===== src/rtl/mem_arb_pkg.sv =====
// rtl/mem_arb_pkg.sv - shared types and default widths for the memory slot arbiter
//
// Purpose: owner/state enumerations and default bus widths used by the
// arbiter, its slot timer and the request/RAM interface bundle.
package mem_arb_pkg;

  localparam int DEF_ADDR_W = 16;
  localparam int DEF_DATA_W = 8;

  typedef enum logic {
    OWN_CPU = 1'b0,
    OWN_VID = 1'b1
  } owner_e;

  typedef enum logic [1:0] {
    S_IDLE  = 2'd0,
    S_ISSUE = 2'd1,
    S_WAIT  = 2'd2,
    S_DONE  = 2'd3
  } state_e;

endpackage


===== src/rtl/mem_slot_arbiter_if.sv =====
// rtl/mem_slot_arbiter_if.sv - CPU/video request, response and RAM port bundle
//
// Purpose: groups the CPU bus, video fetch and RAM port signals of the arbiter.
// Modports:
//   slave  - arbiter side: takes requests and mem_rdata, drives acks,
//            read data, RAM strobes and slot_cpu
//   master - environment side (CPU, video scanner, RAM): the mirror image
interface mem_slot_arbiter_if #(
  parameter int ADDR_W = mem_arb_pkg::DEF_ADDR_W,
  parameter int DATA_W = mem_arb_pkg::DEF_DATA_W
);

  logic              cpu_req;
  logic              cpu_we;
  logic [ADDR_W-1:0] cpu_addr;
  logic [DATA_W-1:0] cpu_wdata;
  logic              cpu_ack;
  logic [DATA_W-1:0] cpu_rdata;

  logic              vid_req;
  logic [ADDR_W-1:0] vid_addr;
  logic              vid_ack;
  logic [DATA_W-1:0] vid_rdata;

  logic              mem_en;
  logic              mem_we;
  logic [ADDR_W-1:0] mem_addr;
  logic [DATA_W-1:0] mem_wdata;
  logic [DATA_W-1:0] mem_rdata;

  logic              slot_cpu;

  modport slave (
    input  cpu_req, cpu_we, cpu_addr, cpu_wdata,
    input  vid_req, vid_addr,
    input  mem_rdata,
    output cpu_ack, cpu_rdata, vid_ack, vid_rdata,
    output mem_en, mem_we, mem_addr, mem_wdata,
    output slot_cpu
  );

  modport master (
    output cpu_req, cpu_we, cpu_addr, cpu_wdata,
    output vid_req, vid_addr,
    output mem_rdata,
    input  cpu_ack, cpu_rdata, vid_ack, vid_rdata,
    input  mem_en, mem_we, mem_addr, mem_wdata,
    input  slot_cpu
  );

endinterface


===== src/rtl/mem_slot_timer.sv =====
// rtl/mem_slot_timer.sv - slot counter and CPU/video slot ownership timer
//
// Purpose: counts CLOCK_50 cycles within a slot and alternates slot ownership.
// Ports:
//   CLOCK_50 - clock, rising edge
//   reset    - asynchronous, active-high; cnt=0, slot_cpu=1
//   cnt      - position inside the current slot, 0..SLOT_CYCLES-1
//   wrap     - high in the last cycle of a slot (cnt wraps on the next edge)
//   sample   - high at the request sample point (last cycle of a slot)
//   slot_cpu - registered, 1 while the current slot belongs to the CPU
module mem_slot_timer #(
  parameter int SLOT_CYCLES = 4,
  parameter int CNT_W       = (SLOT_CYCLES > 1) ? $clog2(SLOT_CYCLES) : 1
) (
  input  logic             CLOCK_50,
  input  logic             reset,
  output logic [CNT_W-1:0] cnt,
  output logic             wrap,
  output logic             sample,
  output logic             slot_cpu
);

  localparam logic [CNT_W-1:0] LAST_CNT = CNT_W'(SLOT_CYCLES - 1);

  logic [CNT_W-1:0] cnt_q, cnt_d;
  logic             slot_cpu_q, slot_cpu_d;

  always_comb begin
    wrap       = (cnt_q == LAST_CNT);
    cnt_d      = wrap ? '0 : cnt_q + CNT_W'(1);
    slot_cpu_d = wrap ? ~slot_cpu_q : slot_cpu_q;
  end

  always_ff @(posedge CLOCK_50 or posedge reset) begin
    if (reset) begin
      cnt_q      <= '0;
      slot_cpu_q <= 1'b1;
    end else begin
      cnt_q      <= cnt_d;
      slot_cpu_q <= slot_cpu_d;
    end
  end

  // The owner of the upcoming slot is decided in the slot's last cycle.
  assign sample   = wrap;
  assign cnt      = cnt_q;
  assign slot_cpu = slot_cpu_q;

endmodule


===== src/rtl/mem_slot_arbiter.sv =====
// rtl/mem_slot_arbiter.sv - time-slot arbiter sharing one RAM port between CPU and video
//
// Purpose: alternating CPU/video slots, at most one RAM transaction per slot,
// ISSUE/WAIT/DONE timeline per transaction, all outputs registered.
// Ports:
//   CLOCK_50 - sole clock, rising edge
//   reset    - asynchronous, active-high; aborts any in-flight transaction
//   bus      - mem_slot_arbiter_if.slave: cpu_req/we/addr/wdata -> cpu_ack/rdata,
//              vid_req/addr -> vid_ack/rdata, mem_en/we/addr/wdata <- mem_rdata,
//              slot_cpu
// Build option: MEM_ARB_SLOT_LEND_EN lends an owner-idle slot to the other requester.
module mem_slot_arbiter
  import mem_arb_pkg::*;
#(
  parameter int ADDR_W      = DEF_ADDR_W,
  parameter int DATA_W      = DEF_DATA_W,
  parameter int SLOT_CYCLES = 4,
  parameter int MEM_LAT     = 1
) (
  input  logic              CLOCK_50,
  input  logic              reset,
  mem_slot_arbiter_if.slave bus
);

  localparam int               CNT_W   = (SLOT_CYCLES > 1) ? $clog2(SLOT_CYCLES) : 1;
  localparam logic [CNT_W-1:0] LAT_CNT = CNT_W'(MEM_LAT);

  logic [CNT_W-1:0] cnt;
  logic             wrap;
  logic             sample;
  logic             slot_cpu;

  mem_slot_timer #(
    .SLOT_CYCLES (SLOT_CYCLES),
    .CNT_W       (CNT_W)
  ) u_timer (
    .CLOCK_50 (CLOCK_50),
    .reset    (reset),
    .cnt      (cnt),
    .wrap     (wrap),
    .sample   (sample),
    .slot_cpu (slot_cpu)
  );

  state_e            state_q, state_d;
  owner_e            owner_q, owner_d;
  logic              txn_we_q, txn_we_d;
  logic              mem_en_q, mem_en_d;
  logic              mem_we_q, mem_we_d;
  logic [ADDR_W-1:0] mem_addr_q, mem_addr_d;
  logic [DATA_W-1:0] mem_wdata_q, mem_wdata_d;
  logic              cpu_ack_q, cpu_ack_d;
  logic              vid_ack_q, vid_ack_d;
  logic [DATA_W-1:0] cpu_rdata_q, cpu_rdata_d;
  logic [DATA_W-1:0] vid_rdata_q, vid_rdata_d;

  logic   next_slot_cpu;
  logic   cpu_ok, vid_ok;
  logic   sel_valid;
  owner_e sel_owner;
  logic   issue_go;
  logic   capture_go;

  // Selection for the upcoming slot. In S_DONE the requester being acked
  // still has req high from the finished transaction, so it is excluded;
  // this only matters when SLOT_CYCLES == MEM_LAT+2 and DONE is the sample cycle.
  always_comb begin
    next_slot_cpu = slot_cpu ^ wrap;
    cpu_ok = bus.cpu_req && !(state_q == S_DONE && owner_q == OWN_CPU);
    vid_ok = bus.vid_req && !(state_q == S_DONE && owner_q == OWN_VID);
    sel_valid = 1'b0;
    sel_owner = OWN_CPU;
    if (next_slot_cpu && cpu_ok) begin
      sel_valid = 1'b1;
      sel_owner = OWN_CPU;
    end else if (!next_slot_cpu && vid_ok) begin
      sel_valid = 1'b1;
      sel_owner = OWN_VID;
    end
`ifdef MEM_ARB_SLOT_LEND_EN
    // Owner has nothing to do: lend the slot, owner keeps priority above.
    else if (cpu_ok) begin
      sel_valid = 1'b1;
      sel_owner = OWN_CPU;
    end else if (vid_ok) begin
      sel_valid = 1'b1;
      sel_owner = OWN_VID;
    end
`endif
    issue_go   = sample && sel_valid && (state_q == S_IDLE || state_q == S_DONE);
    capture_go = (state_q == S_WAIT) && (cnt == LAT_CNT);
  end

  // FSM state register
  always_ff @(posedge CLOCK_50 or posedge reset) begin
    if (reset) begin
      state_q <= S_IDLE;
    end else begin
      state_q <= state_d;
    end
  end

  // FSM next state
  always_comb begin
    state_d = state_q;
    case (state_q)
      S_IDLE:  if (issue_go) state_d = S_ISSUE;
      S_ISSUE: state_d = S_WAIT;
      S_WAIT:  if (capture_go) state_d = S_DONE;
      S_DONE:  state_d = issue_go ? S_ISSUE : S_IDLE;
      default: state_d = S_IDLE;
    endcase
  end

  // FSM outputs: next values of the output registers. Request fields are
  // latched on the sample edge so they are stable throughout ISSUE.
  always_comb begin
    owner_d     = owner_q;
    txn_we_d    = txn_we_q;
    mem_en_d    = issue_go;
    mem_we_d    = 1'b0;
    mem_addr_d  = mem_addr_q;
    mem_wdata_d = mem_wdata_q;
    cpu_ack_d   = 1'b0;
    vid_ack_d   = 1'b0;
    cpu_rdata_d = cpu_rdata_q;
    vid_rdata_d = vid_rdata_q;

    if (issue_go) begin
      owner_d = sel_owner;
      if (sel_owner == OWN_CPU) begin
        txn_we_d    = bus.cpu_we;
        mem_we_d    = bus.cpu_we;
        mem_addr_d  = bus.cpu_addr;
        mem_wdata_d = bus.cpu_wdata;
      end else begin
        txn_we_d   = 1'b0;
        mem_addr_d = bus.vid_addr;
      end
    end

    if (capture_go) begin
      if (owner_q == OWN_CPU) begin
        cpu_ack_d = 1'b1;
        if (!txn_we_q) cpu_rdata_d = bus.mem_rdata;
      end else begin
        vid_ack_d   = 1'b1;
        vid_rdata_d = bus.mem_rdata;
      end
    end
  end

  always_ff @(posedge CLOCK_50 or posedge reset) begin
    if (reset) begin
      owner_q     <= OWN_CPU;
      txn_we_q    <= 1'b0;
      mem_en_q    <= 1'b0;
      mem_we_q    <= 1'b0;
      mem_addr_q  <= '0;
      mem_wdata_q <= '0;
      cpu_ack_q   <= 1'b0;
      vid_ack_q   <= 1'b0;
      cpu_rdata_q <= '0;
      vid_rdata_q <= '0;
    end else begin
      owner_q     <= owner_d;
      txn_we_q    <= txn_we_d;
      mem_en_q    <= mem_en_d;
      mem_we_q    <= mem_we_d;
      mem_addr_q  <= mem_addr_d;
      mem_wdata_q <= mem_wdata_d;
      cpu_ack_q   <= cpu_ack_d;
      vid_ack_q   <= vid_ack_d;
      cpu_rdata_q <= cpu_rdata_d;
      vid_rdata_q <= vid_rdata_d;
    end
  end

  assign bus.mem_en    = mem_en_q;
  assign bus.mem_we    = mem_we_q;
  assign bus.mem_addr  = mem_addr_q;
  assign bus.mem_wdata = mem_wdata_q;
  assign bus.cpu_ack   = cpu_ack_q;
  assign bus.cpu_rdata = cpu_rdata_q;
  assign bus.vid_ack   = vid_ack_q;
  assign bus.vid_rdata = vid_rdata_q;
  assign bus.slot_cpu  = slot_cpu;

endmodule


===== src/flat_wrapper.sv =====
// flat-port wrapper written by rule: the top's interface ports become plain ports
module mem_slot_arbiter_flat import mem_arb_pkg::*;
#(
  parameter int ADDR_W      = DEF_ADDR_W,
  parameter int DATA_W      = DEF_DATA_W,
  parameter int SLOT_CYCLES = 4,
  parameter int MEM_LAT     = 1
)
  (CLOCK_50, reset, bus_cpu_req, bus_cpu_we, bus_cpu_addr, bus_cpu_wdata, bus_vid_req, bus_vid_addr, bus_mem_rdata, bus_cpu_ack, bus_cpu_rdata, bus_vid_ack, bus_vid_rdata, bus_mem_en, bus_mem_we, bus_mem_addr, bus_mem_wdata, bus_slot_cpu);
  mem_slot_arbiter_if #(.ADDR_W(ADDR_W), .DATA_W(DATA_W)) bus_i ();
  input  logic CLOCK_50;
  input  logic reset;
  input wire logic [$bits(bus_i.cpu_req)-1:0] bus_cpu_req;
  input wire logic [$bits(bus_i.cpu_we)-1:0] bus_cpu_we;
  input wire logic [$bits(bus_i.cpu_addr)-1:0] bus_cpu_addr;
  input wire logic [$bits(bus_i.cpu_wdata)-1:0] bus_cpu_wdata;
  input wire logic [$bits(bus_i.vid_req)-1:0] bus_vid_req;
  input wire logic [$bits(bus_i.vid_addr)-1:0] bus_vid_addr;
  input wire logic [$bits(bus_i.mem_rdata)-1:0] bus_mem_rdata;
  output wire logic [$bits(bus_i.cpu_ack)-1:0] bus_cpu_ack;
  output wire logic [$bits(bus_i.cpu_rdata)-1:0] bus_cpu_rdata;
  output wire logic [$bits(bus_i.vid_ack)-1:0] bus_vid_ack;
  output wire logic [$bits(bus_i.vid_rdata)-1:0] bus_vid_rdata;
  output wire logic [$bits(bus_i.mem_en)-1:0] bus_mem_en;
  output wire logic [$bits(bus_i.mem_we)-1:0] bus_mem_we;
  output wire logic [$bits(bus_i.mem_addr)-1:0] bus_mem_addr;
  output wire logic [$bits(bus_i.mem_wdata)-1:0] bus_mem_wdata;
  output wire logic [$bits(bus_i.slot_cpu)-1:0] bus_slot_cpu;
  assign bus_i.cpu_req = bus_cpu_req;
  assign bus_i.cpu_we = bus_cpu_we;
  assign bus_i.cpu_addr = bus_cpu_addr;
  assign bus_i.cpu_wdata = bus_cpu_wdata;
  assign bus_i.vid_req = bus_vid_req;
  assign bus_i.vid_addr = bus_vid_addr;
  assign bus_i.mem_rdata = bus_mem_rdata;
  assign bus_cpu_ack = bus_i.cpu_ack;
  assign bus_cpu_rdata = bus_i.cpu_rdata;
  assign bus_vid_ack = bus_i.vid_ack;
  assign bus_vid_rdata = bus_i.vid_rdata;
  assign bus_mem_en = bus_i.mem_en;
  assign bus_mem_we = bus_i.mem_we;
  assign bus_mem_addr = bus_i.mem_addr;
  assign bus_mem_wdata = bus_i.mem_wdata;
  assign bus_slot_cpu = bus_i.slot_cpu;
  mem_slot_arbiter #(.ADDR_W(ADDR_W), .DATA_W(DATA_W), .SLOT_CYCLES(SLOT_CYCLES), .MEM_LAT(MEM_LAT)) u_core (.CLOCK_50(CLOCK_50), .reset(reset), .bus(bus_i));
endmodule

===== config.mk =====
export PLATFORM = sky130hd
export DESIGN_NAME = mem_slot_arbiter_flat
export DESIGN_NICKNAME = d
export VERILOG_FILES = /design/src/rtl/mem_arb_pkg.sv /design/src/rtl/mem_slot_arbiter_if.sv /design/src/rtl/mem_slot_timer.sv /design/src/rtl/mem_slot_arbiter.sv /design/src/flat_wrapper.sv
export SDC_FILE = /design/constraint.sdc
export NUM_CORES = 1
export LEC_CHECK = 0
export ABC_AREA = 1
export CORE_UTILIZATION = 38
export DETAILED_ROUTE_END_ITERATION = 10
export PLACE_DENSITY = 0.74
export SYNTH_ARGS = -nofsm -noshare
export SYNTH_HDL_FRONTEND = slang
export SYNTH_SLANG_ARGS = --single-unit

===== constraint.sdc =====
create_clock -name CLOCK_50 -period 1.65 [get_ports CLOCK_50]
set_input_delay 0.33 -clock CLOCK_50 [delete_from_list [all_inputs] [get_ports CLOCK_50]]
set_output_delay 0.33 -clock CLOCK_50 [all_outputs]
set_load 0.05 [all_outputs]

==> results of run 1 <==
==> through the flow <==
stage	utilization, %	setup WS, ns	hold slack [ns]
global placement	58.9	-0.100	0.447
floorplan	-	-0.0266	0.430
detailed placement	58.9	-0.115	0.456
CTS	60.6	0.00103	0.250
global route	61.0	-0.0113	0.252
finish	61.0	0.104	0.256
==> sequential cells by signal, indices dropped and copies added, names as in the netlist <==
| register | count |
|---|---|
| u_core.state_q | 2 |
| u_core.bus.cpu_ack | 1 |
| u_core.bus.mem_addr | 16 |
| u_core.bus.cpu_rdata | 8 |
| u_core.bus.vid_rdata | 8 |
| u_core.bus.mem_we | 1 |
| u_core.bus.mem_en | 1 |
| u_core.u_timer.slot_cpu | 1 |
| u_core.txn_we_q | 1 |
| u_core.bus.mem_wdata | 8 |
| u_core.u_timer.cnt | 2 |
| u_core.bus.vid_ack | 1 |
| u_core.owner_q | 1 |
==> cells by family (layout without fill, tap and decap cells) <==
kind of cell	count (synthesis)	after routing	share of synthesized area [%]
AO/OA/AOI/OAI	20	20	5.33
buffers and inverters	36	148	7.19
AND/OR/NAND/NOR	163	163	29.2
flip-flops	51	51	55.6
adder cells (fa/ha/maj)	5	5	2.72
==> cell type report <==
type                    instances  area share, %
clock buffers                   6           2.38
clock inverters                 2          0.470
inverters                      27           3.00
multi-input cells             188           25.2
flip-flops and latches         51           36.9
well taps                      72           2.60
repair buffers                113           29.4
==> synth_stat cells <==
master      n
buf_6       3
inv_1      25
dfstp_2     1
nand3_2     1
nand2_1   134
o22ai_2     1
ha_1        5
nand4_1     1
a21oi_1     1
inv_4       1
nand2_4     3
clkbuf_1    4
nor2_2      1
nand3_1    18
buf_4       1
dfrtp_1    50
buf_2       1
nand2_2     1
a21oi_2     1
o21ai_0    16
inv_2       1
a21oi_4     1
nor2_1      4
==> cell usage in the layout, fill, tap and decap left out, types with 2 or more instances in the layout <==
cell type / instances
buf_12: 3
buf_4: 57
clkbuf_8: 6
clkdlybuf4s50_1: 52
dfrtp_1: 50
ha_1: 3
ha_2: 2
inv_1: 24
inv_2: 2
nand2_1: 132
nand2_2: 3
nand2_4: 3
nand3_1: 18
nor2_1: 4
o21ai_0: 16
==> path summary, 6_finish.rpt <==
path,slack (ns),startpoint,end
worst max-delay path,0.10,u_core.state_q[0]$_DFFE_PP0P_,u_core.state_q[1]$_DFFE_PP0P_
worst min-delay path,0.26,reset,u_core.bus.mem_wdata[7]$_DFFE_PP0P_
worst max register to register,0.10,u_core.state_q[0]$_DFFE_PP0P_,u_core.state_q[1]$_DFFE_PP0P_
worst min register to register,0.46,u_core.u_timer.cnt[0]$_DFF_PP0_,u_core.u_timer.cnt[0]$_DFF_PP0_
max in group asynchronous,0.89,reset,u_core.u_timer.slot_cpu$_DFFE_PP1P_
min in group CLOCK_50,0.46,u_core.u_timer.cnt[0]$_DFF_PP0_,u_core.u_timer.cnt[0]$_DFF_PP0_
==> worst max-delay path: stages, from the launching register on <==
cell and delay [ns]:
dfrtp_1 0.43, ha_2 0.23, a21oi_4 0.16, nand2_4 0.06, nand2_2 0.08, nand3_4 0.09
buf_4 0.17, nand2_1 0.05, nand2_1 0.06, nand2_1 0.06, nand2_1 0.05
==> what timing repair did <==
item,4_1_cts,5_1_grt
setup endpoints to repair,0,27
buffers inserted,0,1
gates resized for setup,0,4
==> where the power goes <==
group	switching [µW]	internal (µW)
clock	413	343
sequential	328	1770
combinational	2500	1120
==> layer usage <==
metal / track usage [%] / up-vias
li1: - / 1059
met1: 23.5 / 940
met2: 30.8 / 53
met3: 5.03 / 7
met4: 6.61 / 0
met5: 0 / -
==> metrics.cfg, run 1 <==
[sta]
fin_crit_sh_pct=93.7
hold_viol=0
worst-slew-pin-transition_ns=0.399
max_slew_margin_pct=73.4
setup_viol_count_final=0
clock_skew_ns=0.00820
finalCriticalPeriod_ns=1.55
drv_slew=0
fmax_mhz=647
setup-tns-final_ns=0
rsz0062_at_grt=true

[layout]
postLayoutCellArea_mm2=0.00346
antennaDiodeCount=0
multi_input_area_um2=873
finalNetCount=444
drive_above_1_share_pct=22.2
fin_cells=459
fill_cells=509
area_growth_pct=50.7
seq_area_mm2=0.00128

[yosys]
syn_nets=333
netlist_area_mm2=0.00230
synth_area_per_cell_um2=8.36
syn_inst=275
synth_top_area_share_pct=54.4
synth_seq_cells=51
ys_types=23
synth_area_leaders=dfrtp_1 (54%), nand2_1 (22%), inv_1 (4.1%)
yosysSeqAreaShare_pct=55.6
synth_warnings=0
synth_top_cell_by_area=dfrtp_1

[detailed_routing]
firstDrtPassIters=4
wl_met3_um=293
wl_met1_mm=2.42
drt_wl_total_mm=5.34
wl_per_cell_um=11.6
drt_drc_violations_left=0
vias=2059
first_iter_violations=96
route.met2.wl_mm=2.55
final_antenna_net_count=0
top_layer=met4
via_per_inst=4.49

[global_route]
grt_pass1_wl_mm=9.05
grt_util_all_layers_pct=18.6
grt_max_degree=24
antenna_found_initial=0
grt_pass1_vias=2022
gr-total-overflow=0

[outcome]
outcome=complete, no violations

[die]
rows=27
die_y_um=79.8
io_pins=98
dieArea_mm2=0.00636
core_region_area_mm2=0.00568
fp.dieW_um=79.8
start_util_pct=40.5

[setup_path]
r2r.worst_path.cells=10
worstPathRequired_ns=1.85
crit_path_max_fanout=6
worstPathArrival_ns=1.75
criticalPathCategory=reg -> reg
start_kind=register
end_kind=register

[cts]
cts.root.buffer_cell=clkbuf_8
cts_buffers=5
htree_levels=2
postCtsHoldBufs=0
cts_tree=yes
clockBufferDepth=2
clock_sinks=51
clk_pin_slew_ns=0.09
clk_latency_ns=0.31

[pwr]
powerDensity_mw_per_mm2=1870
total_power_uw=6480
power_leakage_uw=0.00184
vdd_ir_drop_max_uv=1020

[placed_design]
placed_cell_area_mm2=0.00334
hpwl_mm=4.18
dp.cells=450
gp_congestion=0.805
numPortBuffers=97

[run]
max-cap-violations=0

[worst_hold_path]
hold_path.class=in -> async

Note: power is estimated with default switching activity, not from simulation.
==> inputs of run 2 (changes only) <==
--- a/config.mk
+++ b/config.mk
@@ -10,4 +10,5 @@
 export DETAILED_ROUTE_END_ITERATION = 10
 export PLACE_DENSITY = 0.74
+export REMOVE_ABC_BUFFERS = 1
 export SYNTH_ARGS = -nofsm -noshare
 export SYNTH_HDL_FRONTEND = slang
==> constraint.sdc (replaced) <==
create_clock -name CLOCK_50 -period 1.65 [get_ports CLOCK_50]
set_input_delay 0.33 -clock CLOCK_50 [delete_from_list [all_inputs] [get_ports CLOCK_50]]
set_output_delay 0.33 -clock CLOCK_50 [all_outputs]
set_load 0.01 [all_outputs]
==> metrics.cfg, run 2 (synthesis results as in run 1) <==
[outcome]
outcome=complete, no violations

[global_route]
grt_max_degree=23  ; -4.2%
grt_pass1_wl_mm=8.87  ; -2.1%
antenna_found_initial=0  ; unchanged
gr-total-overflow=0  ; unchanged
grt_pass1_vias=1914  ; -5.3%
grt_util_all_layers_pct=18.2  ; -0.42 points

[detailed_routing]
via_per_inst=4.53  ; +0.93%
final_antenna_net_count=0  ; unchanged
first_iter_violations=100  ; +4.2%
firstDrtPassIters=4  ; unchanged
drt_wl_total_mm=5.29  ; -1.0%
vias=2069  ; +0.49%
wl_per_cell_um=11.6  ; -0.58%
drt_drc_violations_left=0  ; unchanged

[pwr]
switching_share_pct=33.9  ; -16 points
power_leakage_uw=0.00179  ; -3.0%
sequentialPowerShare_pct=40.3  ; +7.9 points
total_power_uw=5160  ; -20%
pwr-share-clk_pct=14.1  ; +2.4 points
comb_power_share_pct=45.6  ; -10 points
powerDensity_mw_per_mm2=1450  ; -23%
internal_power_uw=3410  ; +5.5%
p_switching_uw=1750  ; -46%
vdd_ir_drop_max_uv=781  ; -23%

[layout]
area_growth_pct=54.9
final_common_cell=nand2_1
finalNetCount=442  ; -0.45%
antennaDiodeCount=0  ; unchanged
drive_above_1_share_pct=9.35  ; -13 points
postLayoutCellArea_mm2=0.00356  ; +2.8%
largest_register_ffs=16  ; unchanged
mostFrequentLayoutCells=nand2_1 (134), clkdlybuf4s50_1 (96), dfrtp_1 (50)

[sta]
max_slew_margin_pct=72.3  ; -1.1 points
drv_slew=0  ; unchanged
rsz0062_at_grt=true
setup_viol_count_final=0  ; unchanged
worst-slew-pin-transition_ns=0.416  ; +0.0166 ns
fin_crit_sh_pct=94.8  ; +1.1 points
fmax_mhz=639  ; -1.2%
clock_skew_ns=0.00769  ; -0.000507 ns
finalCriticalPeriod_ns=1.56  ; +0.0185 ns
hold_viol=0  ; unchanged
hold_slack_ns=0.274  ; +0.0184 ns
setup-tns-final_ns=0  ; unchanged

[die]
start_util_pct=40.5  ; unchanged
rows=27  ; unchanged
core_region_area_mm2=0.00568  ; unchanged
fp.dieW_um=79.8  ; unchanged
die_y_um=79.8  ; unchanged
io_pins=98  ; unchanged
dieArea_mm2=0.00636  ; unchanged

[setup_path]
crit_path_start=u_core.state_q[0]$_DFFE_PP0P_
r2r_start=u_core.state_q[0]$_DFFE_PP0P_
worstPathArrival_ns=1.76  ; about the same
end_kind=register
start_kind=register
criticalPathCategory=reg -> reg
worstPathRequired_ns=1.85  ; about the same
crit_path_max_fanout=10  ; +4

[placed_design]
numPortBuffers=97  ; unchanged
hpwl_mm=4.06  ; -2.8%
gp_congestion=0.745  ; -7.5%
placed_cell_area_mm2=0.00343  ; +2.8%

[run]
max-cap-violations=0  ; unchanged

[cts]
cts_buffers=5  ; unchanged
clock_sinks=51  ; unchanged
cts_tree=yes
clockBufferDepth=2  ; unchanged
clk_latency_ns=0.30  ; about the same
cts.root.buffer_cell=clkbuf_8
clk_pin_slew_ns=0.08  ; about the same
htree_levels=2  ; unchanged

[worst_hold_path]
hold_path.class=in -> async

-- run 2: per-layer routing --
layer / up-vias / track usage, % / wire, µm
li1: 1055 / - / -
met1: 949 / 24.0 / 2430
met2: 60 / 30.0 / 2540
met3: 5 / 4.69 / 267
met4: 0 / 4.29 / 46
met5: - / 0 / 0
-- run 2: worst max-delay path, cell delays in order (launching register included) --
cell and delay [ns]:
dfrtp_1 0.42, ha_2 0.23, a21oi_4 0.16, nand2_4 0.07, nand2_2 0.08, nand3_4 0.10
inv_4 0.09, nand2_4 0.06, buf_12 0.14, nand2_1 0.06, nand2_1 0.05
-- run 2: through the flow --
stage          util (%)  cells  setup slack, ns
2_1_floorplan         -    266           -0.526
3_3_place_gp       60.5    448           -0.113
3_5_place_dp       60.5    448           -0.171
4_1_cts            62.2    456         0.000871
5_1_grt            62.7    457         -0.00305
6_report           62.7    457           0.0856
-- run 2: cell type report --
class | count | area [µm²]
clock buffers | 7 | 86.3
clock inverters | 1 | 8.76
fillers | 493 | 2110
inverters | 27 | 104
multi-input cells | 188 | 878
flip-flops and latches | 51 | 1280
well taps | 72 | 90.1
repair buffers | 111 | 1120
-- run 2: power by group through the flow --
stage	clock, µW	combinational, µW	sequential, µW
3_3_place_gp	0	2300	2100
3_5_place_dp	0	2360	2090
2_1_floorplan	0	798	2290
6_report	726	2350	2080
4_1_cts	749	2360	2090
5_1_grt	807	2610	2160
-- run 2: timing repair --
item | in CTS | in global routing
setup buffers | 0 | 1
hold buffers | 0 | 0
resized for setup | 2 | 4
pin swaps | 0 | 1
setup endpoints to repair | 9 | 29
-- run 2: path summary, 6_finish.rpt --
| kind | slack (ns) | end | cells after the start |
|---|---|---|---|
| min reg2reg | 0.49 | u_core.bus.vid_rdata[2]$_DFFE_PP0P_ | 2 |
| max | 0.09 | u_core.bus.mem_wdata[0]$_DFFE_PP0P_ | 10 |
| max in group asynchronous | 0.91 | u_core.u_timer.slot_cpu$_DFFE_PP1P_ | 3 |
| min | 0.27 | u_core.bus.mem_wdata[1]$_DFFE_PP0P_ | 2 |
| max reg2reg | 0.09 | u_core.bus.mem_wdata[0]$_DFFE_PP0P_ | 10 |
| min in group CLOCK_50 | 0.49 | u_core.bus.vid_rdata[2]$_DFFE_PP0P_ | 2 |
==> inputs of run 3 (changes only) <==
Settings changed: CORE_ASPECT_RATIO set to 1.5.
==> metrics.cfg, run 3 (synthesis results as in run 1) <==
[sta]
setup-tns-final_ns=0  ; unchanged
setup_viol_count_final=0  ; unchanged
fmax_mhz=644  ; +0.68%
finalCriticalPeriod_ns=1.55  ; -0.0105 ns
hold_viol=0  ; unchanged
fin_crit_sh_pct=94.2  ; -0.64 points
drv_slew=0  ; unchanged
max_slew_margin_pct=82.9  ; +11 points
clock_skew_ns=0.00483  ; -0.00286 ns
worst-slew-pin-transition_ns=0.256  ; -0.160 ns

[setup_path]
r2r-end=u_core.bus.mem_wdata[1]$_DFFE_PP0P_
cpMaxStageDelayCell=clkdlybuf4s50_1
ff2ff_setup_slack_ns=0.1  ; about the same
r2r_start=u_core.state_q[1]$_DFFE_PP0P_
cp_slowest_stage_delay_ns=0.54  ; +0.12 ns
crit_buf_inv=1  ; -1
worstPathRequired_ns=1.32  ; -0.53 ns
criticalPathCategory=reg -> out
critical-path-top-delay-family=buffers and inverters
end_kind=output pin
cp_cell_sequence=clkdlybuf4s50_1
start_kind=register
crit_path_max_fanout=2  ; -8
r2r.worst_path.cells=10  ; unchanged
worstPathArrival_ns=1.22  ; -0.54 ns

[placed_design]
hpwl_mm=4.08  ; +0.53%
gp_congestion=0.778  ; +4.4%
numPortBuffers=97  ; unchanged

[die]
dieArea_mm2=0.00637  ; +0.10%
fp.dieW_um=65.5  ; -18%
die_y_um=97.3  ; +22%
start_util_pct=39.4  ; -1.1 points
rows=34  ; +26%
io_pins=98  ; unchanged
core_region_area_mm2=0.00583  ; +2.7%

[cts]
htree_levels=2  ; unchanged
clock_sinks=51  ; unchanged
clockBufferDepth=2  ; unchanged
cts_tree=yes
post_cts.repair.setup_buffers=0  ; unchanged
postCtsHoldBufs=0  ; unchanged
clk_pin_slew_ns=0.09  ; about the same
cts.root.buffer_cell=clkbuf_8
cts_buffers=5  ; unchanged
clk_latency_ns=0.30  ; about the same

[layout]
multi_input_area_um2=893  ; +1.7%
finalNetCount=441  ; -0.23%
final_common_cell=nand2_1
area_growth_pct=56.0
largest_register_ffs=16  ; unchanged
seq_area_mm2=0.00128  ; +0.20%
antennaDiodeCount=0  ; unchanged
fill_cells=523  ; +6.1%
mostFrequentLayoutCells=nand2_1 (134), clkdlybuf4s50_1 (96), dfrtp_1 (48)
drive_above_1_share_pct=9.92  ; +0.57 points

[detailed_routing]
via_per_inst=4.58  ; +1.2%
wl_per_cell_um=11.6  ; +0.38%
drt_drc_violations_left=0  ; unchanged
first_iter_violations=74  ; -26%
final_antenna_net_count=0  ; unchanged
drt_wl_total_mm=5.29  ; about the same
vias=2085  ; +0.77%
firstDrtPassIters=4  ; unchanged

[global_route]
grt_pass1_wl_mm=9.20  ; +3.7%
grt_util_all_layers_pct=18.3  ; +0.052 points
grt_max_degree=32  ; +39%
gr-total-overflow=0  ; unchanged
antenna_found_initial=0  ; unchanged
grt_pass1_vias=2211  ; +16%

[pwr]
vdd_ir_drop_max_uv=665  ; -15%
total_power_uw=5280  ; +2.2%
power_leakage_uw=0.00179  ; +0.15%
powerDensity_mw_per_mm2=1470  ; +1.5%

[worst_hold_path]
hold_path.class=in -> async

[outcome]
outcome=complete, no violations

[run]
max-cap-violations=0  ; unchanged

[run 3: layer usage]
layer  GRT usage, %  routed length (µm)
met5              0                   0
met1           19.5                2020
met2           34.1                2860
met4           4.52                  53
met3           5.05                 344
[run 3: final cells by class]
| class | instances | area share [%] |
|---|---|---|
| flip-flops and latches | 51 | 35.7 |
| repair buffers | 110 | 31.0 |
| multi-input cells | 188 | 24.9 |
| clock buffers | 5 | 1.92 |
| well taps | 72 | 2.51 |
| clock inverters | 2 | 1.05 |
| inverters | 27 | 2.90 |
[run 3: worst max-delay path by stage]
stage / endpoint / slack [ns] / startpoint / cells after the start
3_3_place_gp: u_core.state_q[0]$_DFFE_PP0P_ / -0.08 / bus_vid_req / 11
6_report: bus_mem_wdata[2] / 0.1 / u_core.bus.mem_wdata[2]$_DFFE_PP0P_ / 1
4_1_cts: u_core.bus.mem_addr[5]$_DFFE_PP0P_ / 0.02 / u_core.state_q[1]$_DFFE_PP0P_ / 9
3_5_place_dp: u_core.bus.mem_wdata[1]$_DFFE_PP0P_ / -0.12 / bus_vid_req / 11
2_1_floorplan: u_core.owner_q$_DFFE_PP0P_ / -0.53 / u_core.state_q[0]$_DFFE_PP0P_ / 9
5_1_grt: u_core.bus.mem_wdata[6]$_DFFE_PP0P_ / -0.002 / u_core.u_timer.cnt[0]$_DFF_PP0_ / 12
[run 3: metrics by stage]
stage / instances / utilization, % / worst slack [ns] / instance area, µm² / hold slack (ns)
6_report: 455 / 61.5 / 0.0961 / 3590 / 0.282
3_3_place_gp: 448 / 58.9 / -0.0763 / 3430 / 0.443
4_1_cts: 455 / 60.8 / 0.0151 / 3540 / 0.279
5_1_grt: 455 / 61.5 / -0.00215 / 3590 / 0.274
3_5_place_dp: 448 / 58.9 / -0.117 / 3430 / 0.460
2_1_floorplan: 266 / - / -0.526 / 2240 / 0.430
[run 3: report_power, final]
| group | internal [µW] | switching, µW |
|---|---|---|
| Clock | 443 | 397 |
| Combinational | 1290 | 1050 |
| Sequential | 1780 | 322 |
| Total | 3510 | 1770 |
[run 3: what timing repair did]
action | CTS | global route
gates resized for setup | 2 | 10
pin swaps | 0 | 3
endpoints found under the setup margin | 27 | 29
